[src/rtl/rtc_pkg.sv]
// Shared definitions for the RTC field-edit controller: FSM states, field
// indices and default timing constants.
package rtc_pkg;

   typedef enum logic [1:0] {
      ST_IDLE   = 2'd0,
      ST_EDIT   = 2'd1,
      ST_COMMIT = 2'd2
   } state_t;

   localparam int FLD_SEG  = 0;
   localparam int FLD_MIN  = 1;
   localparam int FLD_HORA = 2;
   localparam int FLD_DIA  = 3;
   localparam int FLD_MES  = 4;
   localparam int FLD_ANIO = 5;

   localparam int HOLDOFF_CYCLES_DEF = 1048576;
   localparam int TIMEOUT_CYCLES_DEF = 33554432;

endpackage

[src/rtl/btn_edge.sv]
// Rising-edge detector for one synchronised button level. A button already
// held when reset releases stays silent until it has been seen low once.
module btn_edge (
   input  logic i_clk,
   input  logic i_rst,
   input  logic i_btn,
   output logic o_rise
);

   logic r_prev;
   logic r_armed;

   always_ff @(posedge i_clk or posedge i_rst) begin
      if (i_rst) begin
         r_prev  <= 1'b0;
         r_armed <= 1'b0;
      end else begin
         r_prev  <= i_btn;
         r_armed <= r_armed | ~i_btn;
      end
   end

   assign o_rise = i_btn & ~r_prev & r_armed;

endmodule

[src/rtl/rtc_edit_ctrl.sv]
// Edit-mode sequencer for the RTC BCD field registers: field selection,
// UP/DOWN pulses with hold-off, RTC load gating and write-back request.
// Optional build macro EDIT_TIMEOUT_EN adds an edit-inactivity timeout.
module rtc_edit_ctrl
   import rtc_pkg::*;
#(
   parameter  int NUM_FIELDS     = 6,
   parameter  int HOLDOFF_CYCLES = HOLDOFF_CYCLES_DEF,
   parameter  int TIMEOUT_CYCLES = TIMEOUT_CYCLES_DEF,
   localparam int IW             = (NUM_FIELDS > 1) ? $clog2(NUM_FIELDS) : 1
) (
   input  logic                  CLK,
   input  logic                  RESET,
   input  logic                  BTN_EDIT,
   input  logic                  BTN_NEXT,
   input  logic                  BTN_UP,
   input  logic                  BTN_DOWN,
   input  logic                  RTC_READ_DONE,
   input  logic                  WRITE_ACK,
   output logic [NUM_FIELDS-1:0] MOD_SEL,
   output logic                  UP_PULSE,
   output logic                  DOWN_PULSE,
   output logic                  ACTUALIZAR,
   output logic                  WRITE_REQ,
   output logic [IW-1:0]         FIELD_IDX,
   output logic                  EDITING
);

   localparam int HW = (HOLDOFF_CYCLES > 1) ? $clog2(HOLDOFF_CYCLES) : 1;

   if (HOLDOFF_CYCLES < 1 || TIMEOUT_CYCLES < 1 || NUM_FIELDS < 2) begin : g_bad_param
      $error("rtc_edit_ctrl: invalid parameter value");
   end

   logic w_edit_e;
   logic w_next_e;
   logic w_up_e;
   logic w_down_e;

   btn_edge u_edge_edit (.i_clk(CLK), .i_rst(RESET), .i_btn(BTN_EDIT), .o_rise(w_edit_e));
   btn_edge u_edge_next (.i_clk(CLK), .i_rst(RESET), .i_btn(BTN_NEXT), .o_rise(w_next_e));
   btn_edge u_edge_up   (.i_clk(CLK), .i_rst(RESET), .i_btn(BTN_UP),   .o_rise(w_up_e));
   btn_edge u_edge_down (.i_clk(CLK), .i_rst(RESET), .i_btn(BTN_DOWN), .o_rise(w_down_e));

   state_t                r_state;
   logic [HW-1:0]         r_hold;
   logic [IW-1:0]         r_idx;
   logic [NUM_FIELDS-1:0] r_mod_sel;
   logic                  r_up;
   logic                  r_down;
   logic                  r_act;
   logic                  r_wreq;
   logic                  r_editing;

   function automatic logic [NUM_FIELDS-1:0] onehot(input logic [IW-1:0] idx);
      return NUM_FIELDS'(1) << idx;
   endfunction

   logic          w_hold_idle;
   logic          w_up_ok;
   logic          w_down_ok;
   logic [IW-1:0] w_idx_inc;

   // Simultaneous UP and DOWN levels cancel each other out.
   assign w_hold_idle = (r_hold == '0);
   assign w_up_ok     = w_up_e   & ~BTN_DOWN & w_hold_idle;
   assign w_down_ok   = w_down_e & ~BTN_UP   & w_hold_idle;
   assign w_idx_inc   = (r_idx == IW'(NUM_FIELDS - 1)) ? '0 : r_idx + 1'b1;

`ifdef EDIT_TIMEOUT_EN
   localparam int TW = $clog2(TIMEOUT_CYCLES + 1);
   logic [TW-1:0] r_to;
`endif

   always_ff @(posedge CLK or posedge RESET) begin
      if (RESET) begin
         r_state   <= ST_IDLE;
         r_hold    <= '0;
         r_idx     <= '0;
         r_mod_sel <= '0;
         r_up      <= 1'b0;
         r_down    <= 1'b0;
         r_act     <= 1'b0;
         r_wreq    <= 1'b0;
         r_editing <= 1'b0;
`ifdef EDIT_TIMEOUT_EN
         r_to      <= '0;
`endif
      end else begin
         r_up   <= 1'b0;
         r_down <= 1'b0;
         r_act  <= 1'b0;
         if (!w_hold_idle) begin
            r_hold <= r_hold - 1'b1;
         end

         case (r_state)
            ST_IDLE: begin
               if (w_edit_e) begin
                  r_state   <= ST_EDIT;
                  r_idx     <= IW'(FLD_SEG);
                  r_mod_sel <= onehot(IW'(FLD_SEG));
                  r_editing <= 1'b1;
`ifdef EDIT_TIMEOUT_EN
                  r_to      <= '0;
`endif
               end else begin
                  r_act <= RTC_READ_DONE;
               end
            end

            // Edge priority EDIT > NEXT > UP/DOWN; losers in the same cycle are dropped.
            ST_EDIT: begin
               if (w_edit_e) begin
                  r_state   <= ST_COMMIT;
                  r_mod_sel <= '0;
                  r_editing <= 1'b0;
                  r_wreq    <= 1'b1;
               end else if (w_next_e) begin
                  r_idx     <= w_idx_inc;
                  r_mod_sel <= onehot(w_idx_inc);
`ifdef EDIT_TIMEOUT_EN
                  r_to      <= '0;
`endif
               end else if (w_up_ok) begin
                  r_up   <= 1'b1;
                  r_hold <= HW'(HOLDOFF_CYCLES - 1);
`ifdef EDIT_TIMEOUT_EN
                  r_to   <= '0;
`endif
               end else if (w_down_ok) begin
                  r_down <= 1'b1;
                  r_hold <= HW'(HOLDOFF_CYCLES - 1);
`ifdef EDIT_TIMEOUT_EN
                  r_to   <= '0;
`endif
               end
`ifdef EDIT_TIMEOUT_EN
               // Inactivity abandons the edit; the next RTC read refreshes the fields.
               else if (r_to == TW'(TIMEOUT_CYCLES - 1)) begin
                  r_state   <= ST_IDLE;
                  r_mod_sel <= '0;
                  r_editing <= 1'b0;
                  r_to      <= '0;
               end else begin
                  r_to <= r_to + 1'b1;
               end
`endif
            end

            ST_COMMIT: begin
               if (WRITE_ACK) begin
                  r_state <= ST_IDLE;
                  r_wreq  <= 1'b0;
               end
            end

            default: begin
               r_state   <= ST_IDLE;
               r_mod_sel <= '0;
               r_editing <= 1'b0;
               r_wreq    <= 1'b0;
            end
         endcase
      end
   end

   assign MOD_SEL    = r_mod_sel;
   assign UP_PULSE   = r_up;
   assign DOWN_PULSE = r_down;
   assign ACTUALIZAR = r_act;
   assign WRITE_REQ  = r_wreq;
   assign FIELD_IDX  = r_idx;
   assign EDITING    = r_editing;

endmodule

[config.mk]
export PLATFORM = sky130hd
export DESIGN_NAME = rtc_edit_ctrl
export DESIGN_NICKNAME = d
export VERILOG_FILES = /design/src/rtl/rtc_pkg.sv /design/src/rtl/btn_edge.sv /design/src/rtl/rtc_edit_ctrl.sv
export SDC_FILE = /design/constraint.sdc
export NUM_CORES = 1
export LEC_CHECK = 0
export ABC_AREA = 1
export ABC_CLOCK_PERIOD_IN_PS = 1680
export CAP_MARGIN = 30
export CORE_MARGIN = 3
export CORE_UTILIZATION = 35
export DETAILED_ROUTE_END_ITERATION = 10
export PLACE_DENSITY = 0.51
export SKIP_CTS_REPAIR_TIMING = 1
export SLEW_MARGIN = 20
export SYNTH_ARGS = -nofsm -noshare
export SYNTH_HDL_FRONTEND = slang
export SYNTH_HIERARCHICAL = 1
export SYNTH_SLANG_ARGS = --single-unit
[constraint.sdc]
create_clock -name CLK -period 1.68 [get_ports CLK]
set_input_delay 0.336 -clock CLK [delete_from_list [all_inputs] [get_ports CLK]]
set_output_delay 0.336 -clock CLK [all_outputs]
set_load 0.005 [all_outputs]
Word-level counts from Yosys, hierarchy flattened
Cells that the tools add are included.
Word-level totals
  register bits after elaboration: 44
  bits of input ports: 8
  word-level logic and storage cells: 98
  output and inout bits: 14
Cells by class
  shift-type cells: 1
  reduce and logical (&&, ||, !) cells: 8
  bitwise logic cells: 26
  mux-type cells: 35
  add/subtract/negate cells: 2
  eq/ne operators: 9
Operator list (count)
  $mux W20: 6
  $logic_not A20 Y1: 1
  $sub A20 B1 Y20 const B: 1
  $mux W6: 3
  $pmux W6 S3: 1
  $mux W1: 14
  $and A1 B1 Y1: 12
  $mux W3: 4
  $reduce_and A3 Y1: 4
  $not A1 Y1: 10
  $mux W2: 3
  $ne A2 B1 Y1 const B: 3
  $pmux W1 S3: 2
  $pmux W2 S3: 1
  $pmux W3 S2: 1
  $shl A1 B3 Y6 const A: 1
  $ne A2 B2 Y1 const B: 2
  $or A1 B1 Y1: 4
  $reduce_and A4 Y1: 1
  $add A3 B1 Y3 const B: 1
  $eq A3 B3 Y1 const B: 1
  $ne A3 B1 Y1 const B: 1
  $eq A2 B1 Y1 const B: 1
  $eq A2 B2 Y1 const B: 1
  2 further kinds: 2

Longest topological paths before layout
Gate-level depths: netlist of the first run.
  depth after elaboration: 10
  depth in mapped cells: 9
  gate-level depth less buffers: 9

Hierarchy
Netlist of the first run, hierarchy kept.
By module, submodules not included
  rtc_edit_ctrl: sequential area each 900.9 sq um, cells each 271, times used 1, area each 2055.7 sq um
  btn_edge: sequential area each 50.0 sq um, cells each 7, times used 4, area each 71.3 sq um

Least setup slack after synthesis of the first run
OpenSTA, ideal clock, no wires.
  kind: reg-to-reg
  from: register r_hold[0]
  to: register r_hold[3]
  library setup time: 0.123 ns
  stages on the path, launching flop included: 9
  path slack: 0.249 ns
  path buffers: 1
  period minus slack after synthesis: 1.431 ns
  data required time: 1.557 ns
  arrival: 1.308 ns
  path through: dfrtp_1 inv_2 ha_1 nand2_1 nor2_2 nand3_4 buf_2 nand3_1 nand3_2
Between the ends
  cells in the longest elaborated chain, start to end: 7
  elaborated cells between the ends (all ways): 10
  those cells by class: add/sub (1); mux (6); bitwise (2); reduce/logical (1)
Ends and longest elaborated chain
  start, declared: RTL line rtc_edit_ctrl.sv:46  | logic [HW-1:0] r_hold;
  start signal, assigned: RTL line rtc_edit_ctrl.sv:94  | r_hold <= r_hold - 1'b1;
  start signal, assigned: RTL line rtc_edit_ctrl.sv:127  | r_hold <= HW'(HOLDOFF_CYCLES - 1);
  start signal, assigned: RTL line rtc_edit_ctrl.sv:133  | r_hold <= HW'(HOLDOFF_CYCLES - 1);
  $sub A20 B1 Y20 / $logic_not A20 Y1 (equally long branches): RTL line rtc_edit_ctrl.sv:94, rtc_edit_ctrl.sv:65
  $mux W20 / $and A1 B1 Y1 (equally long branches): RTL line rtc_edit_ctrl.sv:93, rtc_edit_ctrl.sv:67
  $mux W20: RTL line rtc_edit_ctrl.sv:131  | end else if (w_down_ok) begin
  $mux W20: RTL line rtc_edit_ctrl.sv:125  | end else if (w_up_ok) begin
  $mux W20: RTL line rtc_edit_ctrl.sv:119  | end else if (w_next_e) begin
  $mux W20: RTL line rtc_edit_ctrl.sv:114  | if (w_edit_e) begin
  $mux W20 (*): RTL line rtc_edit_ctrl.sv:97  | case (r_state)
Mark *: on every way between the ends. The rest lies on a longest branch, timed or not.
A chain may end at the register's enable or synchronous reset.

Final worst setup path of the first run
  from: register r_idx[0], in the netlist FIELD_IDX[0]
  to: output port FIELD_IDX[0]
RTL lines
  start, declared: RTL line rtc_edit_ctrl.sv:47  | logic [IW-1:0] r_idx;
  start signal, assigned: RTL line rtc_edit_ctrl.sv:101  | r_idx <= IW'(FLD_SEG);
  start signal, assigned: RTL line rtc_edit_ctrl.sv:120  | r_idx <= w_idx_inc;
  end, declared: RTL line rtc_edit_ctrl.sv:25  | output logic [IW-1:0] FIELD_IDX,
No word-level cell between the ends.

==> out/metrics.csv, run 1 <==
stage,metric,value,unit
pwr,pwr-share-comb,26.0,%
setup_path,critPathTopFamily,buffers and inverters,
sta,slew_viol_final,0,
job,cap_violations,0,
floorplan,die_w,87.8,um
grt,grt_first_pass_wirelength,8830,um
routing,drcViolationCount,0,
sta,final.setup_skew,0.00990,ns
routing,drtIter0Drc,76,
floorplan,ios,22,
setup_path,cp_cell_sequence,clkdlybuf4s50_1,
setup_path,cp.arrival,1.26,ns
setup_path,worstSetupPathType,flop to output port,
place,dp_hpwl,3850,um
logic_synthesis,synth_top_cells_by_area,"dfrtp_1 (47%), nand2_1 (14%), inv_1 (5.9%), nor2_1 (5.3%), nand3_1 (5.1%)",
cells_and_area,postLayoutCoreUtil,47.0,%
setup_path,cp_slowest_stage_delay,0.53,ns
cells_and_area,num_antenna_cells,0,
logic_synthesis,yosys.area.top_type,dfrtp_1,
logic_synthesis,ys_async_sr_fraction,100,%
min_path,hp-class,primary input to asynchronous set/reset pin,
place,placedCellCount,413,
place,portBuffers,21,
sta,hold_viol,0,
cells_and_area,syn2layout_area_growth,29.0,%
grt,overflow,0,
clock_tree,clockBufferDepth,2,
pwr,p_leak,0.00144,uW
sta,fin_crit,1.59,ns
sta,slew_headroom,75.8,%
logic_synthesis,synth_seq_cells,44,
grt,grt_max_degree,37,
setup_path,worstPathBufferInverterCount,1,
clock_tree,clk_pin_slew,0.09,ns
floorplan,die_area,7710,um2
cells_and_area,fill_cells,661,
outcome,status,"finished, final reports clean",
logic_synthesis,synth_seq_area_share,47.0,%
cells_and_area,layout-drive-gt1-share,20.5,%
logic_synthesis,synth-edff-count,0,
grt,grt_pass1_vias,1979,
setup_path,cp_slowest_cell,clkdlybuf4s50_1,
cells_and_area,final_nets,361,
logic_synthesis,synth_most_common_cell,nand2_1,
logic_synthesis,synth_area,2340,um2
floorplan,fp.dieH,87.8,um
setup_path,crit_fanout,8,
floorplan,initial_core_util,36.5,%
setup_path,ff2ff_path_depth,10,
logic_synthesis,yosys.area.top_type_share,47.0,%
place,gp_congestion,0.814,
routing,routedWlPerCell,12.7,um
pwr,clkPwrFrac,28.6,%
clock_tree,cts_buffers,5,
pwr,power_frac_seq,45.4,%
pwr,internal_power,1980,uW
setup_path,worstPathRequired,1.34,ns
routing,vias,2024,
clock_tree,clock_sinks,44,
clock_tree,ctsRootBufferMaster,clkbuf_8,
routing,drt-pass1-iter-count,4,
routing,ant_nets,0,
clock_tree,clk_latency,0.30,ns
setup_path,cp_num_cells,1,
sta,finalSetupViolations,0,
logic_synthesis,synth_area_per_cell,7.83,um2
logic_synthesis,synth_top_flop_cell,dfrtp_1,
routing,vias_per_cell,4.72,
logic_synthesis,ys_types,31,
cells_and_area,fin_cells,429,
setup_path,startpoint_type,flop,
clock_tree,cts_tree,yes,
place,placed_cell_area,2780,um2
setup_path,endpoint_kind,output port,
grt,antenna_found_initial,0,
grt,track_usage,14.7,%
clock_tree,htreeDepth,2,
logic_synthesis,synth_common_cells,"nand2_1 (89), dfrtp_1 (44), inv_1 (37), nor2_1 (33), nand3_1 (24)",
cells_and_area,final_area,3020,um2
sta,tightest_slew,0.362,ns
logic_synthesis,syn-num-nets,309,
pwr,ir_drop,0.000612,V
sta,max_freq,628,MHz
pwr,p_per_area,951,nW/um2
pwr,switching_power,892,uW
logic_synthesis,syn_inst,299,
routing,wl,5440,um
floorplan,core_area,6420,um2
sta,finalCritPeriodShare,94.8,%
logic_synthesis,yosys_warnings,6,
pwr,swShare,31.1,%
floorplan,num_rows,29,
[state kept, by name, summed over array words and instances (netlist names)]
name / cells
DOWN_PULSE: 1
EDITING: 1
UP_PULSE: 1
WRITE_REQ: 1
u_edge_down/r_prev: 1
u_edge_up/r_armed: 1
ACTUALIZAR: 1
u_edge_next/r_prev: 1
MOD_SEL: 6
r_state: 2
r_hold: 20
u_edge_down/r_armed: 1
u_edge_edit/r_armed: 1
u_edge_next/r_armed: 1
FIELD_IDX: 3
u_edge_up/r_prev: 1
u_edge_edit/r_prev: 1
[layout make-up]
| class | instances | area (um2) | area share (%) |
|---|---|---|---|
| Clock buffer | 5 | 68.8 | 2.28 |
| Clock inverter | 3 | 42.5 | 1.41 |
| Inverter | 41 | 155 | 5.14 |
| Multi-Input combinational cell | 213 | 1130 | 37.4 |
| Sequential cell | 44 | 1100 | 36.5 |
| Tap cell | 77 | 96.3 | 3.19 |
| Timing Repair Buffer | 46 | 425 | 14.1 |
[per-stage QoR]
step	TNS, ns	setup slack [ns]	hold WS (ns)	total power, uW
floorplan	0	0.249	0.0772	1660
global placement	-7.52	-0.338	0.440	2050
detailed placement	-7.48	-0.350	0.442	2040
CTS	-0.0181	-0.0181	0.306	2890
global route	-0.000417	-0.000417	0.326	3080
finish	0	0.0874	0.313	2870
[cell families after synthesis]
family / count (synthesis) / share of synthesized area, %
compound gates: 19 / 5.02
simple gates: 187 / 38.1
flops: 44 / 47.0
fa+ha+maj: 2 / 1.07
buf+inv: 43 / 7.32
xor+xnor: 4 / 1.50
[final timing paths]
kind                                               start                             to  slack, ns
setup reg to reg                     r_hold[1]$_DFF_PP0_            r_hold[3]$_DFF_PP0_       0.10
max in group asynchronous                          RESET       FIELD_IDX[0]$_DFFE_PP0P_       0.96
min in group CLK                                  BTN_UP     u_edge_up/r_prev$_DFF_PP0_       0.31
hold reg to reg            u_edge_next/r_armed$_DFF_PP0_  u_edge_next/r_armed$_DFF_PP0_       0.46
hold / removal                                     RESET     u_edge_up/r_prev$_DFF_PP0_       0.31
setup / recovery                FIELD_IDX[0]$_DFFE_PP0P_                   FIELD_IDX[0]       0.09
[power groups by stage]
| stage | Sequential [uW] | Clock, uW | Combinational (uW) |
|---|---|---|---|
| final | 1300 | 822 | 745 |
| after global routing | 1330 | 908 | 840 |
| after CTS | 1300 | 862 | 733 |
| after detailed placement | 1310 | 0 | 725 |
| after global placement | 1320 | 0 | 732 |
| after floorplan | 1300 | 0 | 364 |
[cells in the final DEF, fill, tap and decap left out, types with 3 or more instances in the layout]
cell / count
nand2_2: 4
a21oi_1: 3
clkdlybuf4s50_1: 20
nor2_1: 30
xor2_1: 4
dfrtp_1: 43
inv_2: 4
o21ai_0: 9
nand2_1: 89
nand4_1: 11
inv_1: 36
nand3_1: 23
nand3_2: 6
clkbuf_8: 5
buf_4: 23
nor2_2: 9
nor2_4: 7
[per-layer routing]
metal | vias to the layer above | GRT usage [%] | wire, um
met2 | 26 | 25.1 | 2690
met3 | 4 | 2.82 | 157
met5 | - | 0 | 0
li1 | 1055 | - | -
met1 | 939 | 18.6 | 2530
met4 | 0 | 4.60 | 63
No activity file was read; power rests on OpenSTA's default activity.
==> run 2: changes to the inputs <==
- ABC_CLOCK_PERIOD_IN_PS: 1680 -> 1920
- clock period: 1.68 -> 1.92 ns (I/O delays scaled with it)
==> run 2 against run 1 <==
Worst setup slack improved by 0.095 ns; non-clock buffer count fell by 15; final cell count fell by 4.0%; global-route usage fell by 0.43 points; first-iteration DRC count fell by 2.6%; worst hold slack improved by 0.031 ns; critical path depth rose by 9; die area did not move; critical path type is now primary input to flop; largest cell class is now flip-flops and latches; largest power group unchanged.
==> out/metrics.csv, run 2 (synthesis gave the netlist of run 1 again) <==
stage,metric,value,unit
outcome,status,"finished, final reports clean",
pwr,p_per_area,819,nW/um2
cells_and_area,largest_register,r_hold,
floorplan,die_area,7710,um2
cells_and_area,final_common_cell,nand2_1,
sta,hold_slack,0.345,ns
floorplan,ios,22,
setup_path,worstPathRequired,2.08,ns
sta,hold_viol,0,
cells_and_area,largest_reg_flops,20,
place,portBuffers,21,
routing,wl,4930,um
job,cap_violations,0,
place,gp_congestion,0.817,
pwr,power_frac_seq,49.1,%
sta,final.setup_skew,0.00474,ns
setup_path,startpoint,BTN_EDIT,
sta,slew_headroom,78.1,%
grt,grt_first_pass_wirelength,8670,um
pwr,switching_power,727,uW
grt,overflow,0,
setup_path,startpoint_type,primary input,
place,placed_cell_area,2710,um2
clock_tree,clk_latency,0.29,ns
min_path,hp-class,primary input to asynchronous set/reset pin,
clock_tree,clockBufferDepth,2,
sta,rsz0062_at_grt,no,
sta,fin_crit,1.74,ns
routing,routedWlPerCell,12.0,um
pwr,internal_power,1580,uW
place,dp_hpwl,3710,um
grt,grt_max_degree,37,
clock_tree,ctsRootBufferMaster,clkbuf_8,
floorplan,die_w,87.8,um
setup_path,endpoint_kind,flop,
sta,tightest_slew,0.326,ns
floorplan,core_area,6420,um2
setup_path,crit_fanout,7,
sta,fin_setup_tns,0,ns
setup_path,r2r-start,r_hold[0]$_DFF_PP0_,
pwr,ir_drop,0.000535,V
routing,vias_per_cell,4.68,
routing,vias,1929,
cells_and_area,num_antenna_cells,0,
setup_path,worstSetupPathType,primary input to flop,
sta,finalCritPeriodShare,90.5,%
floorplan,initial_core_util,36.5,%
floorplan,num_rows,29,
cells_and_area,final_cell_mix,"nand2_1 (89), dfrtp_1 (44), inv_1 (37)",
clock_tree,cts_tree,yes,
cells_and_area,final_nets,345,
routing,drt-pass1-iter-count,4,
setup_path,cp.arrival,1.90,ns
floorplan,fp.dieH,87.8,um
clock_tree,clock_sinks,44,
cells_and_area,final_area,2810,um2
pwr,swShare,31.6,%
routing,ant_nets,0,
clock_tree,htreeDepth,2,
pwr,pwr-share-comb,27.0,%
clock_tree,clk_pin_slew,0.08,ns
sta,slew_viol_final,0,
grt,antenna_found_initial,0,
cells_and_area,layout-drive-gt1-share,14.3,%
grt,grt_pass1_vias,1901,
cells_and_area,syn2layout_area_growth,20.1,%
sta,max_freq,575,MHz
routing,drcViolationCount,0,
clock_tree,cts_buffers,5,
grt,track_usage,14.2,%
sta,finalSetupViolations,0,
cells_and_area,fin_cells,412,
pwr,p_leak,0.00134,uW
pwr,clkPwrFrac,23.9,%
place,placedCellCount,404,
routing,drtIter0Drc,74,
## run 2: worst paths after layout
check	end	slack, ns	cells past startpoint
max	MOD_SEL[0]$_DFFE_PP0P_	0.18	10
min	u_edge_edit/r_armed$_DFF_PP0_	0.34	2
max reg2reg	r_hold[16]$_DFF_PP0_	0.28	9
min reg2reg	u_edge_edit/r_armed$_DFF_PP0_	0.46	2
max in group asynchronous	r_hold[5]$_DFF_PP0_	1.18	3
min in group CLK	u_edge_edit/r_armed$_DFF_PP0_	0.46	2
## run 2: worst max-delay path, stage by stage
cell and delay, ns:
clkdlybuf4s50_1 0.44, nand2_1 0.10, nor2_2 0.04, buf_4 0.13
nor2_1 0.21, inv_1 0.10, nand2_1 0.09, nand2_1 0.11
inv_1 0.18, o21ai_0 0.13
## run 2: area by class of cell
class                      count  area, um2
clock buffer                   5       68.8
clock inverter                 2       12.5
fill                         648       3610
inverter                      41        155
multi-input combinational    212       1070
sequential                    44       1100
tap                           77       96.3
timing repair buffer          31        310
## run 2: power groups by stage
stage,clock (uW),combinational (uW),sequential (uW)
3_5_place_dp,0,629,1150
6_report,550,622,1130
4_1_cts,594,636,1130
2_1_floorplan,0,318,1140
5_1_grt,632,709,1150
3_3_place_gp,0,636,1150
## run 2: per-layer routing
metal	wire length, um	vias up	GRT usage, %
met5	0	-	0
met4	66	0	4.88
met3	143	6	3.10
met2	2320	26	22.5
met1	2400	881	19.2
li1	-	1016	-
## run 2: metrics by stage
step                total power, uW  utilization, %  worst slack, ns
floorplan                      1460               -            0.489
global placement               1790            42.2           -0.149
detailed placement             1780            42.2           -0.183
CTS                            2360            43.5            0.137
global route                   2490            43.8           0.0279
finish                         2300            43.8            0.182
